## src/rtl/glitch_pulse_gen_pkg.sv

```systemverilog
`default_nettype none
// ============================================================================
//  Module   : glitch_pulse_gen_pkg
//  Brief    : Shared state encoding and default widths for the glitch
//             timing stage and its trigger front end.
//  Revision : 1.0  initial release
// ============================================================================
package glitch_pulse_gen_pkg;

    localparam int c_CNT_W_DEFAULT = 16;
    localparam int c_REP_W_DEFAULT = 8;

    typedef enum logic [2:0] {
        ST_IDLE  = 3'd0,
        ST_ARMED = 3'd1,
        ST_DELAY = 3'd2,
        ST_PULSE = 3'd3,
        ST_GAP   = 3'd4,
        ST_DONE  = 3'd5
    } state_t;

endpackage
`default_nettype wire

```

## src/rtl/glitch_edge_det.sv

```systemverilog
`default_nettype none
// ============================================================================
//  Module   : glitch_edge_det
//  Brief    : Rising-edge detector for the target trigger line. With
//             GLITCH_TRIG_SYNC_EN defined, the trigger first passes through a
//             2-flop synchroniser (2 cycles of fixed extra latency).
//  Revision : 1.0  initial release
// ============================================================================
module glitch_edge_det (
    input  logic clk,
    input  logic rst_n,
    input  logic trig_i,
    output logic trig_edge_o
);

    logic trig_s;
    logic trig_s_d_q;

`ifdef GLITCH_TRIG_SYNC_EN
    logic [1:0] sync_q;

    // Two-flop synchroniser for an asynchronous trigger source
    always_ff @(posedge clk or negedge rst_n) begin
        if (!rst_n) begin
            sync_q <= 2'b00;
        end else begin
            sync_q <= {sync_q[0], trig_i};
        end
    end

    assign trig_s = sync_q[1];
`else
    // Trigger is already synchronous to clk: use it directly
    assign trig_s = trig_i;
`endif

    // One-cycle history of the (possibly synchronised) trigger
    always_ff @(posedge clk or negedge rst_n) begin
        if (!rst_n) begin
            trig_s_d_q <= 1'b0;
        end else begin
            trig_s_d_q <= trig_s;
        end
    end

    assign trig_edge_o = trig_s & ~trig_s_d_q;

endmodule
`default_nettype wire

```

## src/rtl/glitch_pulse_gen.sv

```systemverilog
`default_nettype none
// ============================================================================
//  Module   : glitch_pulse_gen
//  Brief    : Armed, triggered generator of a cycle-exact enable pulse train
//             (delay, width, gap, repeat) driving glitch_core en.
//             Optional macro GLITCH_TRIG_SYNC_EN adds a trigger synchroniser.
//  Revision : 1.0  initial release
// ============================================================================
module glitch_pulse_gen
    import glitch_pulse_gen_pkg::*;
#(
    parameter int CNT_W = c_CNT_W_DEFAULT,
    parameter int REP_W = c_REP_W_DEFAULT
) (
    input  logic             clk,
    input  logic             rst_n,
    input  logic             arm,
    input  logic             abort,
    input  logic             trigger,
    input  logic [CNT_W-1:0] delay,
    input  logic [CNT_W-1:0] width,
    input  logic [CNT_W-1:0] gap,
    input  logic [REP_W-1:0] repeat_n,
    output logic             en_out,
    output logic             busy,
    output logic             done
);

    localparam logic [CNT_W-1:0] c_CNT_ONE = {{(CNT_W-1){1'b0}}, 1'b1};
    localparam logic [REP_W-1:0] c_REP_ONE = {{(REP_W-1){1'b0}}, 1'b1};

    state_t           state_q, state_d;
    logic [CNT_W-1:0] cnt_q, cnt_d;
    logic [REP_W-1:0] pulses_q, pulses_d;
    logic             en_q, en_d;

    // Latched configuration; width/gap/repeat held already clamped to >= 1
    logic [CNT_W-1:0] delay_q, width_q, gap_q;
    logic [REP_W-1:0] rep_q;

    logic trig_edge;
    logic cfg_load;

    glitch_edge_det u_edge_det (
        .clk         (clk),
        .rst_n       (rst_n),
        .trig_i      (trigger),
        .trig_edge_o (trig_edge)
    );

    // Config is only accepted from IDLE; abort in the same cycle wins
    assign cfg_load = (state_q == ST_IDLE) && arm && !abort;

    // Capture the configuration on a successful arm
    always_ff @(posedge clk or negedge rst_n) begin
        if (!rst_n) begin
            delay_q <= '0;
            width_q <= '0;
            gap_q   <= '0;
            rep_q   <= '0;
        end else if (cfg_load) begin
            delay_q <= delay;
            width_q <= (width == '0)    ? c_CNT_ONE : width;
            gap_q   <= (gap == '0)      ? c_CNT_ONE : gap;
            rep_q   <= (repeat_n == '0) ? c_REP_ONE : repeat_n;
        end
    end

    // State, counters and the en_out flop
    always_ff @(posedge clk or negedge rst_n) begin
        if (!rst_n) begin
            state_q  <= ST_IDLE;
            cnt_q    <= '0;
            pulses_q <= '0;
            en_q     <= 1'b0;
        end else begin
            state_q  <= state_d;
            cnt_q    <= cnt_d;
            pulses_q <= pulses_d;
            en_q     <= en_d;
        end
    end

    // Next-state logic; en_d is computed so en_out changes on the same edge
    // as the state transition that starts or ends a pulse
    always_comb begin
        state_d  = state_q;
        cnt_d    = cnt_q;
        pulses_d = pulses_q;
        en_d     = en_q;

        if (abort) begin
            state_d = ST_IDLE;
            en_d    = 1'b0;
        end else begin
            case (state_q)
                ST_IDLE: begin
                    en_d = 1'b0;
                    if (arm) begin
                        state_d = ST_ARMED;
                    end
                end
                ST_ARMED: begin
                    if (trig_edge) begin
                        pulses_d = rep_q;
                        if (delay_q == '0) begin
                            state_d = ST_PULSE;
                            en_d    = 1'b1;
                            cnt_d   = width_q - c_CNT_ONE;
                        end else begin
                            state_d = ST_DELAY;
                            cnt_d   = delay_q - c_CNT_ONE;
                        end
                    end
                end
                ST_DELAY: begin
                    if (cnt_q == '0) begin
                        state_d = ST_PULSE;
                        en_d    = 1'b1;
                        cnt_d   = width_q - c_CNT_ONE;
                    end else begin
                        cnt_d = cnt_q - c_CNT_ONE;
                    end
                end
                ST_PULSE: begin
                    if (cnt_q == '0) begin
                        en_d     = 1'b0;
                        pulses_d = pulses_q - c_REP_ONE;
                        if (pulses_q == c_REP_ONE) begin
                            state_d = ST_DONE;
                        end else begin
                            state_d = ST_GAP;
                            cnt_d   = gap_q - c_CNT_ONE;
                        end
                    end else begin
                        cnt_d = cnt_q - c_CNT_ONE;
                    end
                end
                ST_GAP: begin
                    if (cnt_q == '0) begin
                        state_d = ST_PULSE;
                        en_d    = 1'b1;
                        cnt_d   = width_q - c_CNT_ONE;
                    end else begin
                        cnt_d = cnt_q - c_CNT_ONE;
                    end
                end
                ST_DONE: begin
                    state_d = ST_IDLE;
                    en_d    = 1'b0;
                end
                default: begin
                    state_d = ST_IDLE;
                    en_d    = 1'b0;
                end
            endcase
        end
    end

    // en_out comes straight from a flop since it gates a clock downstream
    assign en_out = en_q;
    assign busy   = (state_q != ST_IDLE);
    assign done   = (state_q == ST_DONE);

endmodule
`default_nettype wire

```

## config.mk

```make
export PLATFORM = sky130hd
export DESIGN_NAME = glitch_pulse_gen
export DESIGN_NICKNAME = d
export VERILOG_FILES = /design/src/rtl/glitch_pulse_gen_pkg.sv /design/src/rtl/glitch_edge_det.sv /design/src/rtl/glitch_pulse_gen.sv
export SDC_FILE = /design/constraint.sdc
export NUM_CORES = 1
export LEC_CHECK = 0
export ABC_AREA = 1
export CORE_ASPECT_RATIO = 0.6
export CORE_MARGIN = 2
export CORE_UTILIZATION = 45
export DETAILED_ROUTE_END_ITERATION = 16
export GPL_TIMING_DRIVEN = 0
export PLACE_DENSITY = 0.65
export SYNTH_ARGS = -nofsm -noshare
export SYNTH_HDL_FRONTEND = slang
export SYNTH_SLANG_ARGS = --single-unit
```

## constraint.sdc

```tcl
create_clock -name clk -period 3.5 [get_ports clk]
set_input_delay 1.05 -clock clk [delete_from_list [all_inputs] [get_ports clk]]
set_output_delay 1.05 -clock clk [all_outputs]
set_load 0.005 [all_outputs]
```

; ---- Word-level counts from Yosys, hierarchy flattened
; Index checks and enable logic that the tools add are counted.
[word_totals]
output_inout_bits = 3
wordCells = 74
regBits = 85
input_bits = 61
[classes]
muxes = 26
n_eq_ne = 14
addsub = 5
n_reduce_logical = 17
bitwise_logic = 3
[ops]
columns = cell, count
row1 = 16-bit two-way mux, 7
row2 = 16-bit logical NOT, 4
row3 = 16-bit by 1-bit subtractor with 16-bit output (second input constant), 4
row4 = 16-bit case mux with 3 select lines, 1
row5 = 8-bit two-way mux, 3
row6 = 8-bit case mux with 2 select lines, 1
row7 = 4-bit AND reduction, 4
row8 = 3-bit two-way mux, 5
row9 = 3-bit inequality test (second input constant), 5
row10 = 3-bit case mux with 4 select lines, 1
row11 = 8-bit by 1-bit == test with 1-bit output (second input constant), 1
row12 = 8-bit logical NOT, 1
row13 = 8-bit by 1-bit subtractor with 8-bit output (second input constant), 1
row14 = 1-bit two-way mux, 7
row15 = 3-bit by 2-bit == test with 1-bit output (second input constant), 2
row16 = 3-bit == test (second input constant), 2
row17 = 3-bit nonzero test, 2
row18 = 2-bit inequality test (second input constant), 2
row19 = 3-bit by 1-bit == test with 1-bit output (second input constant), 1
row20 = 3-bit logical NOT, 1
row21 = 3-bit by 1-bit inequality test with 1-bit output (second input constant), 1
row22 = 1-bit case mux with 3 select lines, 1
row23 = 1-bit logical AND, 2
row24 = 1-bit inverter, 2
row25 = other kinds (4), 4

; ---- Depth between registers and ports, before layout
[depth]
ltp_word = 5
ltp_mapped = 13
mapped_depth_nobuf = 13

; ---- Modules after synthesis
; From an unflattened synthesis, not the netlist that was laid out.
[hier_totals]
cells_unflattened = 907
hier_area_um2 = 5958.2
[modules_own_cells]
columns = module, instances, cells_each, seq_area_each_um2, area_each_um2
row1 = glitch_pulse_gen, 1, 904, 2102.0, 5923.2
row2 = glitch_edge_det, 1, 3, 25.0, 35.0

; ---- Worst setup path before layout
; OpenSTA, ideal clock, no wires.
[synth_timing]
path_kind = input-to-reg
startpoint = input trigger
endpoint = register cnt_q[15]
setup_slack_ns = 1.544
arrival_time_ns = 1.839
setup_time_ns = 0.117
required_ns = 3.383
path_stages = 8
path_cell_list = a21oi_2 > nor2_1 > o21ai_1 > a21oi_2 > buf_6 > nand2_1 > nor2_1 > nor2_1
[synth_via]
elab_chain_len = 3
[synth_lines]
columns = item, line_no
row1 = start: declaration, glitch_pulse_gen.sv:19  ; input logic trigger,
row2 = 1-bit bitwise AND, glitch_edge_det.sv:46  ; assign trig_edge_o = trig_s & ~trig_s_d_q;
row3 = 2-bit inequality test (no line), n/a
row4 = 4-bit AND reduction (no line), n/a
row5 = end signal: assignment, glitch_pulse_gen.sv:78  ; cnt_q <= cnt_d;
row6 = end: declaration, glitch_pulse_gen.sv:33  ; logic [CNT_W-1:0] cnt_q, cnt_d;
; Every way passes these cells.
; A chain may end at the register's enable or synchronous reset.

; ---- Worst setup path in the final report
[layout_timing]
startpoint = input abort
endpoint = register delay_q[1]
[layout_via]
elab_chain_len = 2
[layout_lines]
columns = item, line_no
row1 = start: declaration, glitch_pulse_gen.sv:18  ; input logic abort,
row2 = 1-bit logical NOT, glitch_pulse_gen.sv:52  ; assign cfg_load = (state_q == ST_IDLE) && arm && !abort;
row3 = 1-bit logical AND, glitch_pulse_gen.sv:52
row4 = end signal: assignment, glitch_pulse_gen.sv:62  ; delay_q <= delay;
row5 = end: declaration, glitch_pulse_gen.sv:38  ; logic [CNT_W-1:0] delay_q, width_q, gap_q;
; Every way passes these cells.

==> flow_summary.yaml <==
layout:
  fillers: 1285
  fin_nets: 1049
  layout_common_cells: "nand2_1, nor2_1, nand3_1"
  fin_area_um2: 7050
  antennaDiodeCount: 0
  areaGrowthSynthToFinish_pct: 19.9
  layout_commonest_cell: "nand2_1"
  drive_above_1_share_pct: 6.59
  post-route-util_pct: 55.0
yosys:
  synth.distinct_cells: 34
  yosysTopAreaCell: "dfrtp_1"
  syn-num-nets: 974
  yosys_warnings: 0
  synth_area_um2: 5870
  syn_area_per_cell_um2: 6.48
  yosys-top-cells-area: "dfrtp_1, nand2_1, nand3_1"
  syn_inst: 906
  ys_ff_latch: 85
  synth_seq_area_share_pct: 36.2
  synth_top_cell_area_share_pct: 36.2
pwr:
  combPwrFrac_pct: 50.2
  internal_power_uw: 2990
  seqPwrFrac_pct: 32.5
  p_per_area_nw_per_um2: 821
  swShare_pct: 48.4
  pwr-share-clk_pct: 17.4
  power_switching_uw: 2800
  ir_worst_vdd_mv: 0.272
  p_leak_uw: 0.00336
worst_hold_path:
  hp-class: "register to register"
global_route:
  grt_pass1_vias: 5677
  grt_max_degree: 65
  grt-ovfl-total: 0
  grt_usage_pct: 27.7
  antenna_found_initial: 0
  grt_pass1_wl_mm: 29.6
critical_path:
  endpoint_kind: "register"
  path_class: "input port to register"
  crit_arrival_ns: 3.03
  crit_chain: "clkdlybuf4s50_1 -> nor3_2 -> buf_2 -> clkbuf_1 -> o21ai_0"
  critPathSlowestCell: "nor3_2"
  start_kind: "input port"
  cp.required_ns: 3.71
  crit_path_max_fanout: 10
  cp_slowest_stage_delay_ns: 0.55
clock_network:
  cts_hold_buf: 0
  cts_made_buffers: 9
  root_buffer: "clkbuf_16"
  clockBufferDepth: 2
  h-tree-depth: 3
  clkTransAtPathRegs_ns: 0.07
  cts_tree: "built"
  clkLatencyLatePin_ns: 0.35
  post-cts-setup-buffers: 0
  cts_resized: 0
  cts.sinks: 85
timing:
  fin_crit_sh_pct: 80.5
  rsz0062_at_grt: "no"
  relSlewSlack_pct: 40.1
  tns_ns: 0
  clock_skew_ns: 0.00786
  setup_viol: 0
  finalHoldViolations: 0
  whs_ns: 0.473
  timing.final.crit_period_ns: 2.82
  max_freq_ghz: 0.355
  tightest_slew_ns: 0.891
  slew_viol_final: 0
  fin_ws_ns: 0.684
drt:
  wire_per_inst_um: 15.7
  vias: 6039
  vias_per_cell: 5.22
  post-route-drc-count: 0
  drtIter0Drc: 535
  drt-total-wl_mm: 18.2
  drtPass1Iterations: 5
  postRouteAntennaNets: 0
floorplan:
  die_y_um: 92.5
  initial_core_util_pct: 45.8
  die_w_um: 152
  ios: 64
  die_area_um2: 14000
  coreArea_um2: 12800
  num_rows: 32
placed_design:
  routabilityCongestion: 0.965
  placed_area_um2: 6740
  io_buffer_count: 63
  place_ws_ns: 0.291
  dp_hpwl_mm: 14.5
run:
  cap_violations: 0
status:
  status: "complete, no violations"
-- state kept, by name (all words and copies together), names as in the netlist --
| name | cells |
|---|---|
| delay_q | 16 |
| u_edge_det.trig_s_d_q | 1 |
| rep_q | 8 |
| gap_q | 16 |
| width_q | 16 |
| cnt_q | 16 |
| en_out | 1 |
| pulses_q | 8 |
| state_q | 3 |
-- cells in the mapped netlist, drive strengths merged --
library cell / count
xor2: 25
nor2: 119
nand2b: 1
a31oi: 1
xnor2: 3
nand4: 6
o211ai: 5
clkinv: 1
nand2: 340
clkbuf: 5
nand3b: 3
o22ai: 1
nor4: 9
a22oi: 2
nor3: 9
a21oi: 9
ha: 7
nand3: 95
o21ai: 73
buf: 19
dfrtp: 85
inv: 88
-- through the flow --
step | total power, µW | std cells
after global routing | 6300 | 1156
final | 5790 | 1156
after detailed placement | 4720 | 1140
after global placement | 4710 | 1139
after floorplan | 3830 | 906
after CTS | 5740 | 1156
-- power groups by stage --
stage	logic (µW)	registers [µW]	clock network [µW]
after floorplan	2070	1760	0
after global placement	2830	1880	0
after detailed placement	2840	1870	0
after CTS	2860	1860	1020
after global routing	3310	1950	1050
final	2900	1880	1000
-- layout make-up --
cell class	count	area (µm²)	area share (%)
plain buffers	24	150	2.13
repair buffers	64	656	9.31
inverters	89	334	4.74
flip-flops and latches	85	2130	30.2
multi-input cells	708	3260	46.3
clock inverters	7	77.6	1.10
clock buffers	9	225	3.20
well taps	170	213	3.02
-- cells by family after synthesis --
kind of cell / count (synthesis) / share of synthesized area [%]
fa+ha+maj: 7 / 1.49
flops: 85 / 36.2
xor+xnor: 28 / 4.17
compound gates: 91 / 8.41
simple gates: 582 / 41.5
buf+inv: 113 / 8.24
-- per-layer routing --
metal / track usage (%) / routed length (µm)
met5: 0 / 0
met4: 5.94 / 287
met3: 6.80 / 1700
met2: 37.1 / 6690
met1: 44.1 / 9490
-- worst max-delay path, delay by kind of cell --
family	cells	cell delay, ns
simple gates	1	0.55
compound gates	1	0.17
buf+inv	3	1.26
-- final timing paths --
kind / from / endpoint / slack (ns) / cells past startpoint
max in group asynchronous: rst_n / width_q[7] / 2.29 / 2
setup reg to reg: state_q[0] / cnt_q[3] / 1.18 / 8
hold reg to reg: rep_q[3] / rep_q[3] / 0.47 / 2
hold / removal: rep_q[3] / rep_q[3] / 0.47 / 2
min in group asynchronous: rst_n / rep_q[4] / 0.58 / 1
setup / recovery: abort / delay_q[1] / 0.68 / 5
(Power assumes the default switching activity.)
